**src/rtl/apb2axi_wr_issuer.sv**
```systemverilog
// apb2axi_wr_issuer
//
// Takes single-beat write commands from a command FIFO and issues each one as
// an AXI write: one AW beat, one W beat (awlen=0), then waits for the B
// response. Only one write is outstanding at a time. It runs as a three-state
// FSM: IDLE -> ISSUE -> RESP -> IDLE.
//
// Handshake rule for every channel: a transfer happens on a rising clk edge
// where valid and ready are both high. A valid, once raised, stays high with a
// stable payload until that transfer happens.
//
// Optional feature: define APB2AXI_WR_ERR_CNT_EN to add the err_cnt port. It
// is a saturating count of B responses with bresp[1]=1 (SLVERR/DECERR).
//
// Ports
//   clk, resetn                  clock, asynchronous active-low reset
//   cmd_valid/cmd_ready/cmd_data command FIFO pop side, entry = {strb, data, addr}
//   aw* / awvalid / awready      AXI write-address channel
//   wdata/wstrb/wlast/wvalid/wready  AXI write-data channel
//   bid/bresp/bvalid/bready      AXI write-response channel (bid is ignored)
//   done_valid/done_resp         one-cycle completion pulse with the bresp
//   busy                         high whenever the FSM is not in IDLE
//   err_cnt                      error count (only with APB2AXI_WR_ERR_CNT_EN)
module apb2axi_wr_issuer #(
  parameter int ADDR_W = 32,
  parameter int DATA_W = 32,
  parameter int ID_W   = 4,
  parameter int AXI_ID = 0
) (
  input  logic                                  clk,
  input  logic                                  resetn,
  input  logic                                  cmd_valid,
  output logic                                  cmd_ready,
  input  logic [ADDR_W+DATA_W+DATA_W/8-1:0]     cmd_data,
  output logic [ID_W-1:0]                       awid,
  output logic [ADDR_W-1:0]                     awaddr,
  output logic [7:0]                            awlen,
  output logic [2:0]                            awsize,
  output logic [1:0]                            awburst,
  output logic                                  awvalid,
  input  logic                                  awready,
  output logic [DATA_W-1:0]                     wdata,
  output logic [DATA_W/8-1:0]                   wstrb,
  output logic                                  wlast,
  output logic                                  wvalid,
  input  logic                                  wready,
  input  logic [ID_W-1:0]                       bid,
  input  logic [1:0]                            bresp,
  input  logic                                  bvalid,
  output logic                                  bready,
  output logic                                  done_valid,
  output logic [1:0]                            done_resp,
  output logic                                  busy
`ifdef APB2AXI_WR_ERR_CNT_EN
  ,
  output logic [7:0]                            err_cnt
`endif
);

  localparam int STRB_W      = DATA_W / 8;
  localparam int ENTRY_WIDTH = ADDR_W + DATA_W + STRB_W;
  localparam logic [2:0] AW_SIZE = 3'($clog2(STRB_W));

  typedef enum logic [1:0] {
    IDLE  = 2'd0,
    ISSUE = 2'd1,
    RESP  = 2'd2
  } state_t;

  state_t              state;
  logic [ADDR_W-1:0]   addr_q;
  logic [DATA_W-1:0]   data_q;
  logic [STRB_W-1:0]   strb_q;

  // A channel counts as finished if its valid is already low or its
  // transfer completes on this edge.
  logic aw_ok;
  logic w_ok;
  assign aw_ok = !awvalid || awready;
  assign w_ok  = !wvalid  || wready;

  // The response ID is not checked: only one write is ever outstanding.
  logic unused_bid;
  assign unused_bid = ^bid;

  // Handshake readies depend on state only, so no input feeds an output
  // combinationally.
  assign cmd_ready = (state == IDLE);
  assign bready    = (state == RESP);
  assign busy      = (state != IDLE);

  assign awid    = ID_W'(AXI_ID);
  assign awaddr  = addr_q;
  assign awlen   = 8'd0;
  assign awsize  = AW_SIZE;
  assign awburst = 2'b01;
  assign wdata   = data_q;
  assign wstrb   = strb_q;
  assign wlast   = wvalid;

  always_ff @(posedge clk or negedge resetn) begin
    if (!resetn) begin
      state      <= IDLE;
      addr_q     <= '0;
      data_q     <= '0;
      strb_q     <= '0;
      awvalid    <= 1'b0;
      wvalid     <= 1'b0;
      done_valid <= 1'b0;
      done_resp  <= 2'b00;
    end else begin
      done_valid <= 1'b0;
      case (state)
        IDLE: begin
          if (cmd_valid) begin
            addr_q  <= cmd_data[ADDR_W-1:0];
            data_q  <= cmd_data[ADDR_W +: DATA_W];
            strb_q  <= cmd_data[ADDR_W+DATA_W +: STRB_W];
            awvalid <= 1'b1;
            wvalid  <= 1'b1;
            state   <= ISSUE;
          end
        end
        ISSUE: begin
          if (awvalid && awready) awvalid <= 1'b0;
          if (wvalid && wready)   wvalid  <= 1'b0;
          if (aw_ok && w_ok)      state   <= RESP;
        end
        RESP: begin
          if (bvalid) begin
            done_valid <= 1'b1;
            done_resp  <= bresp;
            state      <= IDLE;
          end
        end
        default: state <= IDLE;
      endcase
    end
  end

`ifdef APB2AXI_WR_ERR_CNT_EN
  always_ff @(posedge clk or negedge resetn) begin
    if (!resetn) begin
      err_cnt <= 8'd0;
    end else if ((state == RESP) && bvalid && bresp[1] && (err_cnt != 8'hFF)) begin
      err_cnt <= err_cnt + 8'd1;
    end
  end
`endif

  // The full entry width must match the port width.
  logic [ENTRY_WIDTH-1:0] unused_entry;
  assign unused_entry = cmd_data;

endmodule

```
**config.mk**
```make
export PLATFORM = sky130hd
export DESIGN_NAME = apb2axi_wr_issuer
export DESIGN_NICKNAME = d
export VERILOG_FILES = /design/src/rtl/apb2axi_wr_issuer.sv
export SDC_FILE = /design/constraint.sdc
export NUM_CORES = 1
export LEC_CHECK = 0
export CAP_MARGIN = 20
export CORE_MARGIN = 3
export CORE_UTILIZATION = 33
export DETAILED_ROUTE_END_ITERATION = 12
export PLACE_DENSITY = 0.71
export RECOVER_POWER = 50
export SLEW_MARGIN = 15
export SYNTH_ARGS = -nofsm -noshare
export SYNTH_HDL_FRONTEND = slang
export SYNTH_SLANG_ARGS = --single-unit
```
**constraint.sdc**
```tcl
create_clock -name clk -period 2 [get_ports clk]
set_input_delay 0.2 -clock clk [delete_from_list [all_inputs] [get_ports clk]]
set_output_delay 0.2 -clock clk [all_outputs]
set_load 0.01 [all_outputs]
```
==> results.md, run 1 <==
* Final GP Congestion at 0.730
* Initial antenna violation count at 0
* Critical Path Source Type: flop
* WHS Path Cells at 3
* M1 GR Usage at 15.5%
* IO Pins at 174
* Cts hold-fix bufs at 1
* GRT Max-Usage Layer: met2
* Max Slew Vio Count at 0
* Gr usage total at 13.3%
* Least-Margin Pin Slew at 870 ps
* Die height at 103 um
* Top cells by count, synth: dfrtp_1, mux2_2, buf_4
* Status: finished, final reports clean
* Post-synth EDFFs at 0
* Final hold viol count at 0
* Via/cell ratio at 4.46
* Pwr Total at 7.59 mW
* Cells along the critical path: or2_4, inv_2, clkdlybuf4s50_1
* Crit Path Max Fanout at 7
* Top post-synthesis cells by area: dfrtp_1, mux2_2, mux2_4, buf_4, buf_12
* Clock-pin slew on the worst setup and hold paths at 80 ps
* Synthesized area per cell at 15.9 sq um
* Clk_skew at 12.7 ps
* Vias in the first global route at 2153
* Power per Cell Area at 1560 nW/um^2
* Max-slew headroom at 42.0%
* Vias at 2070
* CTS sink cnt at 75
* First-pass iteration count of the detailed router at 3
* CTS tree: done
* Hold crit path type: in2reg
* Slowest-stage cell, CP: clkdlybuf4s50_1
* Number of port buffers at 152
* Avg WL per Cell at 15.4 um
* ANT nets after route at 0
* Depth of the CTS H-tree at 3
* Post CTS Setup Buffer Count at 0
* TritonCTS buffer count at 9
* Placed cells at 447
* Layout cells sized above 1 at 25.8%
* RSZ-0062 raised after global routing: no
* Post-Synthesis Cells at 195
* Critical path arrival at 1640 ps
* CTS root buffer: clkbuf_8
* Largest stage delay on the critical path at 530 ps
* Reg2Reg Launch Point: state[1]$_DFFE_PN0P_
* Synth Flop Type: dfrtp_1
* Post_cts resized at 0
* # setup viols final at 0
* Setup TNS at 0 ps
* Max VDD drop at 724 uV
* Finished Layout Cells at 464
* DIE WIDTH at 103 um
* Endpoint, Worst Hold: done_valid$_DFF_PN0_
* Seq/Total Area, Yosys at 60.7%
* Clk Latency, worst-skew pair at 340 ps
* FF-to-FF End: awaddr[30]$_DFFE_PN0P_
* Drt total wl at 7140 um
* Final net count at 431
* Global-route wire length before repair at 10800 um
* Antenna Cells at 0
* Effective utilization at floorplan at 34.6%
* Final Cycle Share at 91.9%
* Met2 Usage GRT at 22.7%
* Post-synth cell types at 19
* R2R Setup Slk at 260 ps
* Bufs on Longest Clock Path at 2
* Async set or reset register ratio after synthesis at 100%
* Synth warn at 0
* DRC viols at 0
* GR Util met3 at 5.14%
* Synthesized cell area at 3090 sq um
* Top cell type by total area after synthesis: dfrtp_1
* Leak Pwr at 2.09 nW
* # rows at 34
* DIE AREA at 10600 sq um
* Count leader, synth: dfrtp_1
* Critical Path RT at 1800 ps
* Number of synthesized register bits at 75
* Max_cap viols at 0
* Maximum clock frequency at 0.544 GHz
* Crit Path Class: reg2out
* DRT iter0 DRCs at 38
* Critical Path Sink Type: output pin
* Cells on worst reg2reg path at 5
* Worst hold start: bvalid
* Final min period at 1840 ps
* Synth top area share at 60.7%
* Global route overflow at 0
* Layout overhead on the synthesized area at 57.5%
* Pin count of the biggest net entering global routing at 44
* Core area at 8930 sq um
* HPWL after DPL at 5250 um
worst max-delay path by stage:
stage,start,slack (ps),to
finish,state[1]$_DFFE_PN0P_,160,cmd_ready
global route,state[1]$_DFFE_PN0P_,80,cmd_ready
CTS,state[1]$_DFFE_PN0P_,130,cmd_ready
detailed placement,cmd_valid,240,awaddr[30]$_DFFE_PN0P_
global placement,state[1]$_DFFE_PN0P_,290,awaddr[13]$_DFFE_PN0P_
floorplan,state[1]$_DFFE_PN0P_,320,awaddr[0]$_DFFE_PN0P_
kinds of logic (layout without fill, tap and decap cells):
| logic type | count (synthesis) | in the layout | share of synthesized area [%] |
|---|---|---|---|
| buffers and inverters | 30 | 176 | 7.84 |
| AND/OR/NAND/NOR | 12 | 12 | 2.26 |
| other | 2 | 17 | 0.243 |
| AO/OA/AOI/OAI | 6 | 6 | 1.09 |
| multiplexers | 70 | 70 | 27.9 |
| flip-flops | 75 | 75 | 60.7 |
power breakdown:
part	internal, mW	leakage [nW]	switching, mW
Sequential	2.29	0.883	0.400
Clock	0.770	0.113	0.543
Combinational	2.30	1.10	1.29
Total	5.37	2.09	2.23
routing by layer:
metal,up-vias,part of all wire (%)
li1,943,-
met1,1025,39
met2,93,51
met3,9,9.2
met4,0,1.1
met5,-,0
cells in the final DEF (no fill, tap or decap):
| master | synthesis | routed |
|---|---|---|
| a311oi_1 | 1 | 1 |
| and2_4 | 1 | 1 |
| and2b_1 | 1 | 1 |
| buf_12 | 2 | 3 |
| bufinv_16 | 0 | 2 |
| clkbuf_1 | 0 | 1 |
| clkbuf_2 | 0 | 1 |
| clkbuf_8 | 0 | 11 |
| clkdlybuf4s50_1 | 0 | 120 |
| clkinv_2 | 0 | 1 |
| clkinvlp_4 | 0 | 1 |
| conb_1 | 2 | 17 |
| dfrtp_1 | 75 | 75 |
| dlygate4sd3_1 | 0 | 32 |
| inv_1 | 3 | 3 |
| inv_2 | 1 | 1 |
| mux2_2 | 50 | 50 |
| mux2_4 | 20 | 20 |
| nand2_1 | 1 | 1 |
| nand2b_1 | 3 | 3 |
| nand3_1 | 1 | 1 |
| nor2_1 | 3 | 3 |
| nor2b_1 | 1 | 1 |
| o21ai_0 | 5 | 5 |
| or2_4 | 1 | 1 |
cell type report:
type,instances,area (sq um)
clock inverters,4,72.6
fillers,797,4060
inverters,4,15.0
multi-input cells,105,1030
repair buffers,156,1590
flip-flops and latches,75,1880
clock buffers,12,155
well taps,108,135
critical path: cells and delay by family, from the launching register on:
family | cells | cell delay, ps
DFF | 1 | 440
buffers and inverters | 2 | 580
and+or+nand+nor | 1 | 280
flip-flops by register name, summed over array words and instances, names as in the netlist:
signal / cells
awaddr: 32
wdata: 32
wstrb: 4
done_resp: 2
state: 2
awvalid: 1
done_valid: 1
wlast: 1
stage by stage:
step	hold WS [ps]	cell area [sq um]	setup slack, ps	utilization [%]
floorplan	-95.6	3150	317	-
global placement	173	4640	288	51.9
detailed placement	181	4640	243	51.9
CTS	346	4870	129	54.6
global route	445	4870	75.9	54.5
finish	467	4870	161	54.5
No activity file was read; power rests on OpenSTA's default activity.
==> run 2, diff against run 1 <==
--- a/config.mk
+++ b/config.mk
@@ -8,7 +8,9 @@
 export CAP_MARGIN = 20
 export CORE_MARGIN = 3
 export CORE_UTILIZATION = 33
+export CTS_CLUSTER_SIZE = 8
 export DETAILED_ROUTE_END_ITERATION = 12
+export MAX_ROUTING_LAYER = met4
 export PLACE_DENSITY = 0.71
 export RECOVER_POWER = 50
 export SLEW_MARGIN = 15
==> run 2 against run 1 <==
Sequential power about the same. Global-route usage rose by 0.41 points. Clock power hardly changed. Register-to-register slack is essentially flat. Wire length shrank 0.20%. Cell area is the same. Maximum frequency barely moved. Non-clock buffer count stayed put. Largest cell class unchanged. Highest routed layer unchanged.
==> results.md, run 2 (synthesis gave the netlist of run 1 again) <==
* CTS tree: done
* DRT iter0 DRCs at 35
* CTS sink cnt at 75
* # setup viols final at 0
* Initial antenna violation count at 0
* Max VDD drop at 723 uV
* Number of port buffers at 152
* Most frequent cells in the layout: clkdlybuf4s50_1, dfrtp_1, mux2_2
* RSZ-0062 raised after global routing: no
* TritonCTS buffer count at 9
* Antenna Cells at 0
* Largest stage delay on the critical path at 530 ps
* Layout overhead on the synthesized area at 57.5%
* Setup TNS at 0 ps
* Vias at 2069
* Core area at 8930 sq um
* Final min period at 1840 ps
* Vias in the first global route at 2159
* Most common cell after layout, fill and taps aside: clkdlybuf4s50_1
* Final Cycle Share at 91.9%
* Clock-pin slew on the worst setup and hold paths at 80 ps
* Die height at 103 um
* Max Slew Vio Count at 0
* DIE AREA at 10600 sq um
* Final hold viol count at 0
* Global route overflow at 0
* Depth of the CTS H-tree at 3
* Critical Path Source Type: flop
* Hold crit path type: in2reg
* IO Pins at 174
* Cells along the critical path: or2_4, inv_2, clkdlybuf4s50_1
* Met2 Usage GRT at 22.7%
* Effective utilization at floorplan at 34.6%
* First-pass iteration count of the detailed router at 3
* Pwr Total at 7.59 mW
* Clk_skew at 12.0 ps
* Clk Latency, worst-skew pair at 330 ps
* Worst setup path startpoint: state[1]$_DFFE_PN0P_
* Least-Margin Pin Slew at 870 ps
* HPWL after DPL at 5250 um
* M1 GR Usage at 15.8%
* Bufs on Longest Clock Path at 2
* Final net count at 431
* # rows at 34
* Status: finished, final reports clean
* CTS root buffer: clkbuf_8
* GR Util met3 at 3.99%
* GRT Max-Usage Layer: met2
* R2R Setup Slk at 260 ps
* Max-slew headroom at 42.0%
* Crit Path Max Fanout at 7
* Layout cells sized above 1 at 25.8%
* Global-route wire length before repair at 10700 um
* Critical Path RT at 1800 ps
* Avg WL per Cell at 15.4 um
* Slowest-stage cell, CP: clkdlybuf4s50_1
* DIE WIDTH at 103 um
* DRC viols at 0
* Reg2Reg Launch Point: state[1]$_DFFE_PN0P_
* Power per Cell Area at 1560 nW/um^2
* Post CTS Setup Buffer Count at 0
* Leak Pwr at 2.09 nW
* ANT nets after route at 0
* Final GP Congestion at 0.739
* Crit Path Class: reg2out
* Maximum clock frequency at 0.544 GHz
* Critical Path Sink Type: output pin
* Gr usage total at 13.7%
* Max_cap viols at 0
* Via/cell ratio at 4.46
* Critical path arrival at 1640 ps
* Worst hold start: bvalid
* Drt total wl at 7130 um
* Pin count of the biggest net entering global routing at 44
==> run 2: path summary, 6_finish.rpt <==
kind	endpoint	cells past startpoint
min in group asynchronous	wdata[20]$_DFFE_PN0P_	2
max	cmd_ready	3
max reg2reg	awaddr[10]$_DFFE_PN0P_	5
min	done_valid$_DFF_PN0_	3
max in group asynchronous	state[0]$_DFFE_PN0P_	3
min reg2reg	awaddr[14]$_DFFE_PN0P_	1
==> run 2: critical path: cells and delay by family, from the launching register on <==
family	cells	cell delay, ps
flops	1	440
simple gates	1	280
buf+inv	2	580
==> run 2: power by group <==
part           total (mW)  switching [mW]  internal, mW
logic                3.59            1.29          2.30
registers            2.69           0.400          2.29
clock network        1.31           0.539         0.770
total                7.59            2.23          5.37
==> run 2: layout make-up <==
class                           count  area [sq um]
Timing Repair Buffer              156          1590
Clock inverter                      4          72.6
Tap cell                          108           135
Inverter                            4          15.0
Multi-Input combinational cell    105          1030
Fill cell                         797          4060
Clock buffer                       12           155
Sequential cell                    75          1880
==> run 2: timing repair <==
action | in CTS | in global routing
endpoints found under the setup margin | 0 | 0
hold endpoints to repair | 32 | 0
resized for setup | 0 | 0
hold buffers | 1 | 0
==> run 2: stage by stage <==
stage | util [%] | area (sq um) | hold WS (ps) | cells | setup WS (ps)
2_1_floorplan | - | 3150 | -95.6 | 210 | 317
3_3_place_gp | 51.9 | 4640 | 173 | 447 | 288
3_5_place_dp | 51.9 | 4640 | 181 | 447 | 243
4_1_cts | 54.6 | 4870 | 346 | 464 | 129
5_1_grt | 54.5 | 4870 | 447 | 464 | 78.2
6_report | 54.5 | 4870 | 468 | 464 | 162
==> run 2: per-layer routing <==
| layer | wire, um | up-vias |
|---|---|---|
| met1 | 2850 | 1026 |
| met2 | 3630 | 92 |
| met3 | 554 | 9 |
| met5 | 0 | - |
| li1 | - | 942 |
| met4 | 87 | 0 |
